--- config.mk ---
export PLATFORM = sky130hd
export DESIGN_NAME = fetch_stage
export DESIGN_NICKNAME = d
export VERILOG_FILES = /design/src/rtl/fetch_stage.sv
export SDC_FILE = /design/constraint.sdc
export NUM_CORES = 1
export LEC_CHECK = 0
export ABC_AREA = 1
export CAP_MARGIN = 15
export CORE_ASPECT_RATIO = 1.25
export CORE_UTILIZATION = 60
export DETAILED_ROUTE_END_ITERATION = 10
export DONT_BUFFER_PORTS = 1
export PLACE_DENSITY = 0.87
export SYNTH_ARGS = -nofsm -noshare
export SYNTH_HDL_FRONTEND = slang
export SYNTH_SLANG_ARGS = --single-unit
--- constraint.sdc ---
create_clock -name clk -period 3.5 [get_ports clk]
set_clock_uncertainty 0.1 [all_clocks]
set_input_delay 1.05 -clock clk [delete_from_list [all_inputs] [get_ports clk]]
set_output_delay 1.05 -clock clk [all_outputs]
set_load 0.005 [all_outputs]
--- src/rtl/fetch_stage.sv ---
// Instruction fetch: PC register, IF/ID pipeline register and a RUN/HALTED FSM.
// Latency: one cycle from inst_in to IF/ID. A stall holds all state; a redirect overrides the stall and flushes IF/ID.
module fetch_stage #(
   parameter logic [31:0] RESET_PC    = 32'h0000_0000,
   parameter logic [6:0]  HALT_OPCODE = 7'h7F,
   parameter logic [31:0] NOP_INST    = 32'h0000_0013
) (
   input  logic        clk,
   input  logic        rst,
   input  logic        stall,
   input  logic        redirect_valid,
   input  logic [31:0] redirect_target,
   input  logic [31:0] inst_in,
   output logic [31:0] pc,
   output logic        if_id_valid,
   output logic [31:0] if_id_inst,
   output logic [31:0] if_id_pc,
   output logic [31:0] if_id_pc_plus4,
   output logic        halted,
   output logic [31:0] fetch_count
);

   typedef enum logic {ST_RUN, ST_HALTED} state_t;

   state_t      state;
   state_t      next_state;
   logic        accept;
   logic        take_redirect;
   logic        clear_if_id;
   logic        is_halt;
   logic [31:0] pc_plus4;

   assign pc_plus4 = pc + 32'd4;
   assign halted   = (state == ST_HALTED);

   always_ff @(posedge clk) begin
      if (rst) begin
         state <= ST_RUN;
      end else begin
         state <= next_state;
      end
   end

   always_comb begin
      next_state    = state;
      accept        = 1'b0;
      take_redirect = 1'b0;
      clear_if_id   = 1'b0;
      is_halt       = 1'b0;
      case (state)
         ST_RUN: begin
            if (redirect_valid) begin
               take_redirect = 1'b1;
               clear_if_id   = 1'b1;
            end else if (!stall) begin
               accept = 1'b1;
               if (inst_in[6:0] == HALT_OPCODE) begin
                  is_halt    = 1'b1;
                  next_state = ST_HALTED;
               end
            end
         end
         // The halt instruction stays visible for its one cycle in IF/ID, then bubbles follow.
         ST_HALTED: begin
            clear_if_id = 1'b1;
         end
         default: begin
            next_state = ST_RUN;
         end
      endcase
   end

   always_ff @(posedge clk) begin
      if (rst) begin
         pc             <= RESET_PC;
         if_id_valid    <= 1'b0;
         if_id_inst     <= NOP_INST;
         if_id_pc       <= 32'd0;
         if_id_pc_plus4 <= 32'd0;
         fetch_count    <= 32'd0;
      end else begin
         if (take_redirect) begin
            pc <= {redirect_target[31:2], 2'b00};
         end else if (accept && !is_halt) begin
            pc <= pc_plus4;
         end

         if (clear_if_id) begin
            if_id_valid <= 1'b0;
            if_id_inst  <= NOP_INST;
         end else if (accept) begin
            if_id_valid    <= 1'b1;
            if_id_inst     <= inst_in;
            if_id_pc       <= pc;
            if_id_pc_plus4 <= pc_plus4;
         end

         if (accept) begin
            fetch_count <= fetch_count + 32'd1;
         end
      end
   end

endmodule

== Word-level counts from Yosys, hierarchy flattened ==
Cells that the tools add are included.
Widths: inputs -> output; s select.
Word-level totals
  bits in registers: 162
  output and inout bits: 162
  word-level logic and storage cells: 32
  input bits: 68
Operators by class
  reduce and logical (&&, ||, !) cells: 6
  muxes and demuxes: 13
  bitwise logic cells: 2
  add/sub/neg operators: 2
  equality and inequality tests: 1
Operators with widths (count)
  $mux 32: 2
  $add 32x1->32 const B: 1
  $add 32x3->32 const B: 1
  $mux 1: 10
  $eq 7x7->1 const B: 1
  $reduce_or 2->1: 2
  $not 1->1: 2
  $pmux 1 s2: 1
  $reduce_and 2->1: 1
  $reduce_bool 2->1: 1
  $logic_and 1x1->1: 1
  $logic_not 1->1: 1

== Longest topological paths before layout ==
Gate-level depths: netlist of the first run.
  depth in word-level cells: 9
  depth in mapped cells: 10
  depth with buffers taken out: 10

== Least setup slack after synthesis of the first run ==
No wires, ideal clock.
  kind: input to register
  start: input redirect_valid
  end: register fetch_count[26]
  path slack: 1.354 ns
  stages on the path: 10
  arrival: 1.931 ns
  path through: nor2_4 > nand2_4 > nor2_4 > nand2_2 > inv_2 > nand2_1 > nor2_2 > nand3_1 > nand2_1 > nor2_1
Between the ends
  longest elaborated chain between the ends: 2
Ends and longest elaborated chain
  start: declaration: RTL line 11  | input logic redirect_valid,
  $mux 1: RTL line 52  | if (redirect_valid) begin
  $mux 1: RTL line 50  | case (state)
  end signal: assignment: RTL line 99  | fetch_count <= fetch_count + 32'd1;
  end: declaration: RTL line 20  | output logic [31:0] fetch_count
Every way passes these cells.
A chain may end at the register's enable or synchronous reset.

== Worst setup path in the final report of the first run ==
  start: input redirect_valid
  end: register pc[8]
Between the ends
  longest elaborated chain between the ends: 5
Ends and longest elaborated chain
  $mux 1: RTL line 52
  $mux 1: RTL line 50
  $logic_not 1->1: RTL line 84  | end else if (accept && !is_halt) begin
  $logic_and 1x1->1: RTL line 84
  $reduce_bool 2->1 (no line)
  end signal: assignment: RTL line 83  | pc <= {redirect_target[31:2], 2'b00};
  end signal: assignment: RTL line 85  | pc <= pc_plus4;
  end: declaration: RTL line 14  | output logic [31:0] pc,
Several ways; a longest one is shown, not always the timed one.

==> impl_metrics.ini, run 1 <==
[worst_setup_path]
cp_slowest_cell = inv_2
critPathArrivalTime_ns = 2.76
reg2reg_from = halted
path_buf_inv = 3
worstSetupEndpointType = flop
cp-start-kind = primary input
r2r_setup_slack_ns = 1.31
path_max_fanout = 25
cpPeakStageDelay_ns = 0.46
crit_chain = nor2_4 > nand2_4 > inv_4 > nand2_4 > inv_2 > nand2_1 > o211ai_1 > nand2_1 > inv_1
path_class = primary input to flop
worstRegToRegCells = 8
cp_top_family = simple AND/OR/NAND/NOR gates
cp.depth = 9
required_ns = 3.77
reg2reg_to = pc[12]

[cts]
cts_buffer_depth = 2
ctsResizeCount = 0
ctsHoldBuffers = 0
insertion_delay_ns = 0.42
cts_buffers = 17
cts_tree = done
ctsHtreeMaxLevel = 4
cts-root-buf = clkbuf_16
clock-sinks = 156
post_cts_buffers = 0
clk_pin_slew_worst_paths_ns = 0.06

[detailed_routing]
wl_per_cell_um = 16.2
vias_per_cell = 5.55
drc = 0
antenna_left = 0
drtPass1Iterations = 6
drtIter0Drc = 313
num_vias = 6979
totalWireLength_mm = 20.3

[final_layout]
final_cell_mix = 249 x nand2_1, 229 x nor2_1, 156 x dfxtp_1
mostFrequentLayoutCell = nand2_1
antenna_cells = 0
nets = 1152
area_delta_synth_final_pct = 8.92
drive_above_1_share_pct = 6.77

[sta]
fmax_mhz = 401
period_needed_ns = 2.49
slew_viol_final = 0
setup_tns_ns = 0
fin_crit_sh_pct = 71.2
slew_headroom_pct = 49.0
finalSetupViolCount = 0
rsz0062_at_grt = false
tightestPinTransition_ns = 0.761
hold_viol = 0

[pwr]
p_per_area_mw_per_mm2 = 520
p_leak_nw = 3.50
finalPower_mw = 4.19
vdd_ir_drop_max_v = 0.000369

[min_path]
hold_path.class = flop to flop
hold_end = if_id_pc_plus4[2]
holdCritStartpoint = if_id_pc_plus4[2]
worstHoldPathCells = 2

[synthesis]
synthCells = 1102
ys_seq_elements = 156
syn_avg_cell_area_um2 = 6.72
syn-cell-area_mm2 = 0.00741
ys_warn_count = 0
yosysUniqueCellTypes = 36
seq_area_frac_synth_pct = 42.1

[place]
dp_hpwl_mm = 14.1
io_buffers = 0
gp_congestion = 0.915

[global_routing]
grt_use_total_pct = 32.1
antenna_found_initial = 0
grt_max_degree = 68
first_global_vias = 6635
grt_pass1_wl_mm = 31.8
grt_overflow = 0

[run]
maxCapViolations = 0

[floorplan]
io_pins = 230
die_y_um = 126
dieArea_mm2 = 0.0128
rows = 45
coreArea_mm2 = 0.0121
initial_core_util_pct = 61.2
die_x_um = 101

[status]
outcome = finished, final reports clean
## per-layer routing
layer	GRT usage [%]	part of all wire [%]	up-vias
met5	0	0	-
met1	32.8	36	3168
met2	54.8	50	314
li1	-	-	3412
met3	11.1	9.1	85
met4	21.3	5.3	0
## area by class of cell
type | count | area (um2)
clock buffer | 23 | 478
clock inverter | 7 | 138
fill | 1037 | 4040
inverter | 115 | 434
multi-input combinational | 785 | 3630
sequential | 156 | 3120
tap | 164 | 205
timing repair buffer | 7 | 65.1
## worst reg2reg max path, stage by stage, from the launching register on
cell and delay [ns]:
dfxtp_1 0.50, inv_2 0.11, nand2_4 0.19, inv_4 0.15
nand2_4 0.31, nand2_2 0.29, o21ai_0 0.25, inv_1 0.06
a21oi_1 0.15
## synthesized netlist by cell type, drive strengths merged
| cell type | n | area [um2] |
|---|---|---|
| a211oi | 3 | 27.5 |
| a21o | 1 | 7.51 |
| a21oi | 55 | 275 |
| a31oi | 3 | 18.8 |
| and2 | 2 | 12.5 |
| and3 | 1 | 6.26 |
| buf | 25 | 151 |
| clkbuf | 26 | 97.6 |
| conb | 1 | 3.75 |
| dfxtp | 156 | 3120 |
| ha | 2 | 25.0 |
| inv | 115 | 434 |
| nand2 | 261 | 1020 |
| nand3 | 53 | 265 |
| nand3b | 6 | 45.0 |
| nand4 | 9 | 56.3 |
| nor2 | 249 | 1070 |
| nor3 | 6 | 30.0 |
| o211ai | 6 | 45.0 |
| o21a | 3 | 22.5 |
| o21ai | 101 | 505 |
| o221ai | 1 | 8.76 |
| xor2 | 17 | 156 |
## power by group
part	leakage, nW	total [mW]	internal, mW	switching (mW)
sequential	1.28	1.97	1.87	0.106
combinational	1.92	0.285	0.0942	0.191
clock	0.299	1.94	1.24	0.696
## worst max path at each step
stage / startpoint / to
2_1_floorplan: redirect_valid / fetch_count[26]
3_3_place_gp: redirect_valid / pc[7]
6_report: redirect_valid / pc[8]
4_1_cts: redirect_valid / pc[8]
5_1_grt: redirect_valid / pc[2]
3_5_place_dp: redirect_valid / pc[8]
## flip-flops by register name (all words and copies together), names as in the netlist
signal,count
if_id_valid,1
fetch_count,32
if_id_inst,32
halted,1
if_id_pc,30
if_id_pc_plus4,30
pc,30
## metrics by stage
step                hold slack [ns]  cells  utilization (%)  cell area [um2]  worst slack, ns
finish                        0.385   1257             66.7             8070             1.01
global route                  0.406   1257             66.7             8070            0.860
global placement              0.373   1227             61.6             7450            0.645
CTS                           0.387   1257             66.7             8070             1.03
detailed placement            0.378   1227             61.6             7450            0.589
floorplan                     0.353   1107                -             7430             1.35
## cells by family after synthesis
family | Yosys count | synth area share, %
AOI/OAI and AO/OA | 173 | 12.3
xor gates and xnor gates | 17 | 2.11
adders and majority gates | 2 | 0.338
buffers and inverters | 166 | 9.22
DFF | 156 | 42.1
other | 1 | 0.0506
and+or+nand+nor | 587 | 33.8
Power figures use the tool's default switching activity.
==> run 2, diff against run 1 <==
--- a/config.mk
+++ b/config.mk
@@ -8,10 +8,10 @@
 export ABC_AREA = 1
 export CAP_MARGIN = 15
 export CORE_ASPECT_RATIO = 1.25
-export CORE_UTILIZATION = 60
+export CORE_UTILIZATION = 57
 export DETAILED_ROUTE_END_ITERATION = 10
 export DONT_BUFFER_PORTS = 1
-export PLACE_DENSITY = 0.87
+export PLACE_DENSITY = 0.86
 export SYNTH_ARGS = -nofsm -noshare
 export SYNTH_HDL_FRONTEND = slang
 export SYNTH_SLANG_ARGS = --single-unit
==> constraint.sdc (replaced) <==
create_clock -name clk -period 2.21 [get_ports clk]
set_clock_uncertainty 0.1 [all_clocks]
set_input_delay 0.663 -clock clk [delete_from_list [all_inputs] [get_ports clk]]
set_output_delay 0.663 -clock clk [all_outputs]
set_load 0.005 [all_outputs]
==> impl_metrics.ini, run 2 (synthesized netlist as in run 1, its figures left out) <==
[status]
outcome = finished, final reports clean

[floorplan]
io_pins = 230
initial_core_util_pct = 58.5
die_y_um = 129
rows = 46
coreArea_mm2 = 0.0127
dieArea_mm2 = 0.0135
die_x_um = 104

[final_layout]
area_delta_synth_final_pct = 10.1
biggestRegsByFlops = fetch_count x32, if_id_inst x32
antenna_cells = 0
drive_above_1_share_pct = 8.46
ff_latch_area_mm2 = 0.00312
multi_input_area_mm2 = 0.00363
final_cell_mix = 249 x nand2_1, 229 x nor2_1, 156 x dfxtp_1
fin_util_pct = 64.4
mostFrequentLayoutCell = nand2_1
fin_cells = 1279
nets = 1168
final_cell_area_mm2 = 0.00816
fillers = 1157

[sta]
tightestPinTransition_ns = 0.687
slew_headroom_pct = 54.2
setup_ws_ns = 0.300
period_needed_ns = 1.91
rsz0062_at_grt = false
fmax_mhz = 523
finalSetupViolCount = 0
hold_viol = 0
hold_slack_ns = 0.228
setup_tns_ns = 0
slew_viol_final = 0
fin_crit_sh_pct = 86.4

[min_path]
hold_path.class = primary input to flop

[detailed_routing]
wl_per_cell_um = 15.7
drtIter0Drc = 446
vias_per_cell = 5.41
totalWireLength_mm = 20.0
drc = 0
drtPass1Iterations = 5
antenna_left = 0
num_vias = 6916

[cts]
ctsHoldBuffers = 0
cts_tree = done
cts_buffers = 17
ctsResizeCount = 0
ctsHtreeMaxLevel = 4
cts-root-buf = clkbuf_16
clock-sinks = 156
insertion_delay_ns = 0.41
clk_pin_slew_worst_paths_ns = 0.07
post_cts_buffers = 0
cts_buffer_depth = 2

[worst_setup_path]
cp-start-kind = flop
cp_top_family = simple AND/OR/NAND/NOR gates
path_buf_inv = 1
cpPeakStageDelay_ns = 0.45
path_common_cell = nand2_1
critPathArrivalTime_ns = 2.13
required_ns = 2.43
path_max_fanout = 7
worstSetupEndpointType = flop
cp_slowest_cell = dfxtp_1
crit_chain = ha_1 > nand2_2 > nor2_4 > nand2_4 > nor2_8 > nand2_1 > nand2_1 > nand2_1 > o21ai_1 > inv_1
path_class = flop to flop

[global_routing]
grt_overflow = 0
grt_max_degree = 67
grt_use_total_pct = 29.9
grt_pass1_wl_mm = 32.1
antenna_found_initial = 0
first_global_vias = 6547

[pwr]
pwr-share-comb_pct = 7.5
p_leak_nw = 3.56
switching_share_pct = 26.3
clkPwrFrac_pct = 44.1
seqPwrFrac_pct = 48.4
power.internal_mw = 4.73
p_per_area_mw_per_mm2 = 787
p_switching_mw = 1.69
finalPower_mw = 6.42
vdd_ir_drop_max_v = 0.000498

[place]
place_area_mm2 = 0.00758
place_inst = 1247
gp_congestion = 0.898
io_buffers = 0
dpl_worst_slack_ns = 0.113
dp_hpwl_mm = 14.6

[run]
maxCapViolations = 0
==> run 2: changes by cell type in the layout (fill, tap and decap cells not counted), sizes merged <==
| cell | previous run | this run |
|---|---|---|
| buf | 7 | 23 |
| bufinv | 4 | 1 |
| clkbuf | 23 | 19 |
| clkinv | 2 | 5 |
| clkinvlp | 1 | 2 |
| inv | 115 | 120 |
==> run 2: cell type report <==
class                           instances  share of cell area, %
Multi-Input combinational cell        785                   44.5
Sequential cell                       156                   38.3
Clock buffer                           19                   5.43
Inverter                              115                   5.32
Tap cell                              168                   2.58
Timing Repair Buffer                   23                   2.27
Clock inverter                         13                   1.64
==> run 2: path summary, 6_finish.rpt <==
kind / startpoint / to / slack (ns) / cells past startpoint
worst max-delay path: pc[3] / if_id_pc_plus4[26] / 0.30 / 10
worst min-delay path: rst / pc[25] / 0.23 / 1
worst max register to register: pc[3] / if_id_pc_plus4[26] / 0.30 / 10
worst min register to register: if_id_pc_plus4[2] / if_id_pc_plus4[2] / 0.39 / 2
==> run 2: per-layer routing <==
layer / GRT usage (%) / vias to the layer above / share of wire (%)
li1: - / 3453 / -
met1: 31.2 / 3132 / 37
met2: 54.6 / 273 / 51
met3: 8.85 / 58 / 7.9
met4: 15.7 / 0 / 3.9
met5: 0 / - / 0
==> run 2: power by group through the flow <==
stage	clock, mW	combinational, mW	sequential (mW)
after global placement	0	0.464	3.16
after detailed placement	0	0.478	3.17
final	2.83	0.482	3.11
after global routing	2.98	0.550	3.12
after floorplan	0	0.384	3.12
after CTS	2.86	0.482	3.11
==> run 3, diff against run 2 <==
==> config.mk (replaced) <==
export PLATFORM = sky130hd
export DESIGN_NAME = fetch_stage
export DESIGN_NICKNAME = d
export VERILOG_FILES = /design/src/rtl/fetch_stage.sv
export SDC_FILE = /design/constraint.sdc
export NUM_CORES = 1
export LEC_CHECK = 0
export CAP_MARGIN = 15
export CORE_ASPECT_RATIO = 1.25
export CORE_UTILIZATION = 60
export DETAILED_ROUTE_END_ITERATION = 10
export DONT_BUFFER_PORTS = 1
export PLACE_DENSITY = 0.87
export SYNTH_ARGS = -nofsm -noshare
export SYNTH_HDL_FRONTEND = slang
export SYNTH_SLANG_ARGS = --single-unit
==> constraint.sdc (replaced) <==
create_clock -name clk -period 2.15 [get_ports clk]
set_clock_uncertainty 0.1 [all_clocks]
set_input_delay 0.645 -clock clk [delete_from_list [all_inputs] [get_ports clk]]
set_output_delay 0.645 -clock clk [all_outputs]
set_load 0.005 [all_outputs]
==> impl_metrics.ini, run 3 <==
[detailed_routing]
num_vias = 5761
vias_per_cell = 6.14
drtIter0Drc = 306
wl_per_cell_um = 18.8
totalWireLength_mm = 17.7
drtPass1Iterations = 5
drc = 0
antenna_left = 0

[floorplan]
coreArea_mm2 = 0.0110
dieArea_mm2 = 0.0117
rows = 43
die_y_um = 121
initial_core_util_pct = 61.4
io_pins = 230
die_x_um = 97.0

[cts]
insertion_delay_ns = 0.41
ctsResizeCount = 0
clock-sinks = 156
ctsHoldBuffers = 0
cts-root-buf = clkbuf_16
post_cts_buffers = 0
clk_pin_slew_worst_paths_ns = 0.06
ctsHtreeMaxLevel = 4
cts_buffer_depth = 2
cts_tree = done
cts_buffers = 17

[sta]
slew_headroom_pct = 41.9
period_needed_ns = 2.09
tightestPinTransition_ns = 0.871
hold_viol = 0
rsz0062_at_grt = false
fin_crit_sh_pct = 97.0
slew_viol_final = 0
hold_slack_ns = 0.194
fmax_mhz = 479
finalSetupViolCount = 0

[final_layout]
final_cell_mix = 156 x dfxtp_1, 101 x nand2_1, 89 x nor2_1
antenna_cells = 0
drive_above_1_share_pct = 20.3
nets = 860
fillers = 824
fin_util_pct = 72.2
biggestRegsByFlops = fetch_count x32, if_id_inst x32
mostFrequentLayoutCell = dfxtp_1
area_delta_synth_final_pct = 17.5

[synthesis]
synth-edff-count = 0
syn_avg_cell_area_um2 = 8.80
ys_seq_elements = 156
synthSimpleGateAreaFrac_pct = 22.6
seq_area_frac_synth_pct = 46.1
async_flop_share_pct = 0
synthAdderAreaFrac_pct = 0.369
synth_top_family_by_area = simple AND/OR/NAND/NOR gates
syn-cell-area_mm2 = 0.00678
ys_warn_count = 0
synth_top_area_share_pct = 46.1
yosys-top-cells-count = 156 x dfxtp_1, 105 x nand2_1, 92 x nor2_1
synth.most_common_cell = dfxtp_1
synth-xor-area-share_pct = 9.05
synth-main-ff-cell = dfxtp_1
yosysTopAreaCell = dfxtp_1
synth_compound_area_share_pct = 16.3
synthCells = 770
synth.area.top_cells = dfxtp_1 46%, nand2_1 5.8%, xor2_1 5.4%, nor2_1 5.1%, o221a_2 4.8%
synthMuxAreaShare_pct = 0.443
yosysUniqueCellTypes = 45

[pwr]
seqPwrFrac_pct = 45.8
power.internal_mw = 5.24
p_per_area_mw_per_mm2 = 859
clkPwrFrac_pct = 47.0
p_switching_mw = 1.59
switching_share_pct = 23.3
p_leak_nw = 2.91
vdd_ir_drop_max_v = 0.000473
pwr-share-comb_pct = 7.2

[worst_setup_path]
cp-start-kind = flop
required_ns = 2.37
path_class = flop to flop
critPathArrivalTime_ns = 2.30
worstSetupEndpointType = flop
path_max_fanout = 7

[place]
gp_congestion = 0.801
io_buffers = 0
dp_hpwl_mm = 12.1

[min_path]
hold_path.class = primary input to flop

[global_routing]
grt_overflow = 0
grt_use_total_pct = 29.4
antenna_found_initial = 0
grtUsageMet1_pct = 31.7
grt-busiest-layer = met2
first_global_vias = 5798
grt_use_met2_pct = 51.6
grt_pass1_wl_mm = 27.9
grt_max_degree = 125
use_met3_pct = 9.88

[run]
maxCapViolations = 0

[status]
outcome = finished, final reports clean
-- run 3: area by class of cell --
class                      instances  area (um2)  area share [%]
clock inverter                    13         189            2.37
timing repair buffer              62         541            6.79
inverter                           9        33.8           0.424
multi-input combinational        544        3450            43.4
tap                              135         169            2.12
clock buffer                      19         453            5.69
sequential                       156        3120            39.2
-- run 3: power groups by stage --
| stage | combinational (mW) | sequential [mW] | clock, mW |
|---|---|---|---|
| finish | 0.492 | 3.13 | 3.21 |
| global route | 0.536 | 3.14 | 3.37 |
| CTS | 0.490 | 3.13 | 3.25 |
| detailed placement | 0.487 | 3.19 | 0 |
| global placement | 0.464 | 3.18 | 0 |
| floorplan | 0.372 | 3.18 | 0 |
-- run 3: logic make-up after synthesis --
family,after synthesis
DFF,156
xor gates and xnor gates,70
other,1
buffers and inverters,75
adders and majority gates,2
AOI/OAI and AO/OA,151
muxes,3
and+or+nand+nor,312
-- run 3: worst paths after layout --
| path | from | to | slack (ns) | depth (start not counted) |
|---|---|---|---|---|
| min | rst | if_id_pc[5] | 0.19 | 1 |
| max | halted | pc[21] | 0.06 | 6 |
| min reg2reg | if_id_pc[6] | if_id_pc[6] | 0.37 | 2 |
| max reg2reg | halted | pc[21] | 0.06 | 6 |
-- run 3: routing by layer --
layer | wire (um) | up-vias
li1 | - | 2735
met1 | 6740 | 2715
met2 | 8990 | 264
met3 | 1440 | 47
met4 | 490 | 0
met5 | 0 | -
-- run 3: stage by stage --
step / area (um2) / instances / power, mW / setup slack [ns] / setup TNS (ns)
2_1_floorplan: 6960 / 775 / 3.55 / -0.135 / -2.35
3_5_place_dp: 7310 / 906 / 3.68 / -0.327 / -5.98
5_1_grt: 7960 / 938 / 7.05 / 0.000759 / 0
4_1_cts: 7950 / 938 / 6.87 / 0.0458 / 0
3_3_place_gp: 7310 / 906 / 3.65 / -0.208 / -4.24
6_report: 7960 / 938 / 6.83 / 0.0637 / 0
-- run 3: critical path, stage by stage, from the launching register on --
cell and delay (ns):
dfxtp_1 0.30, or3_2 0.55, a21oi_4 0.31, buf_4 0.19, nand4_1 0.09, xor2_1 0.17
a211oi_1 0.27
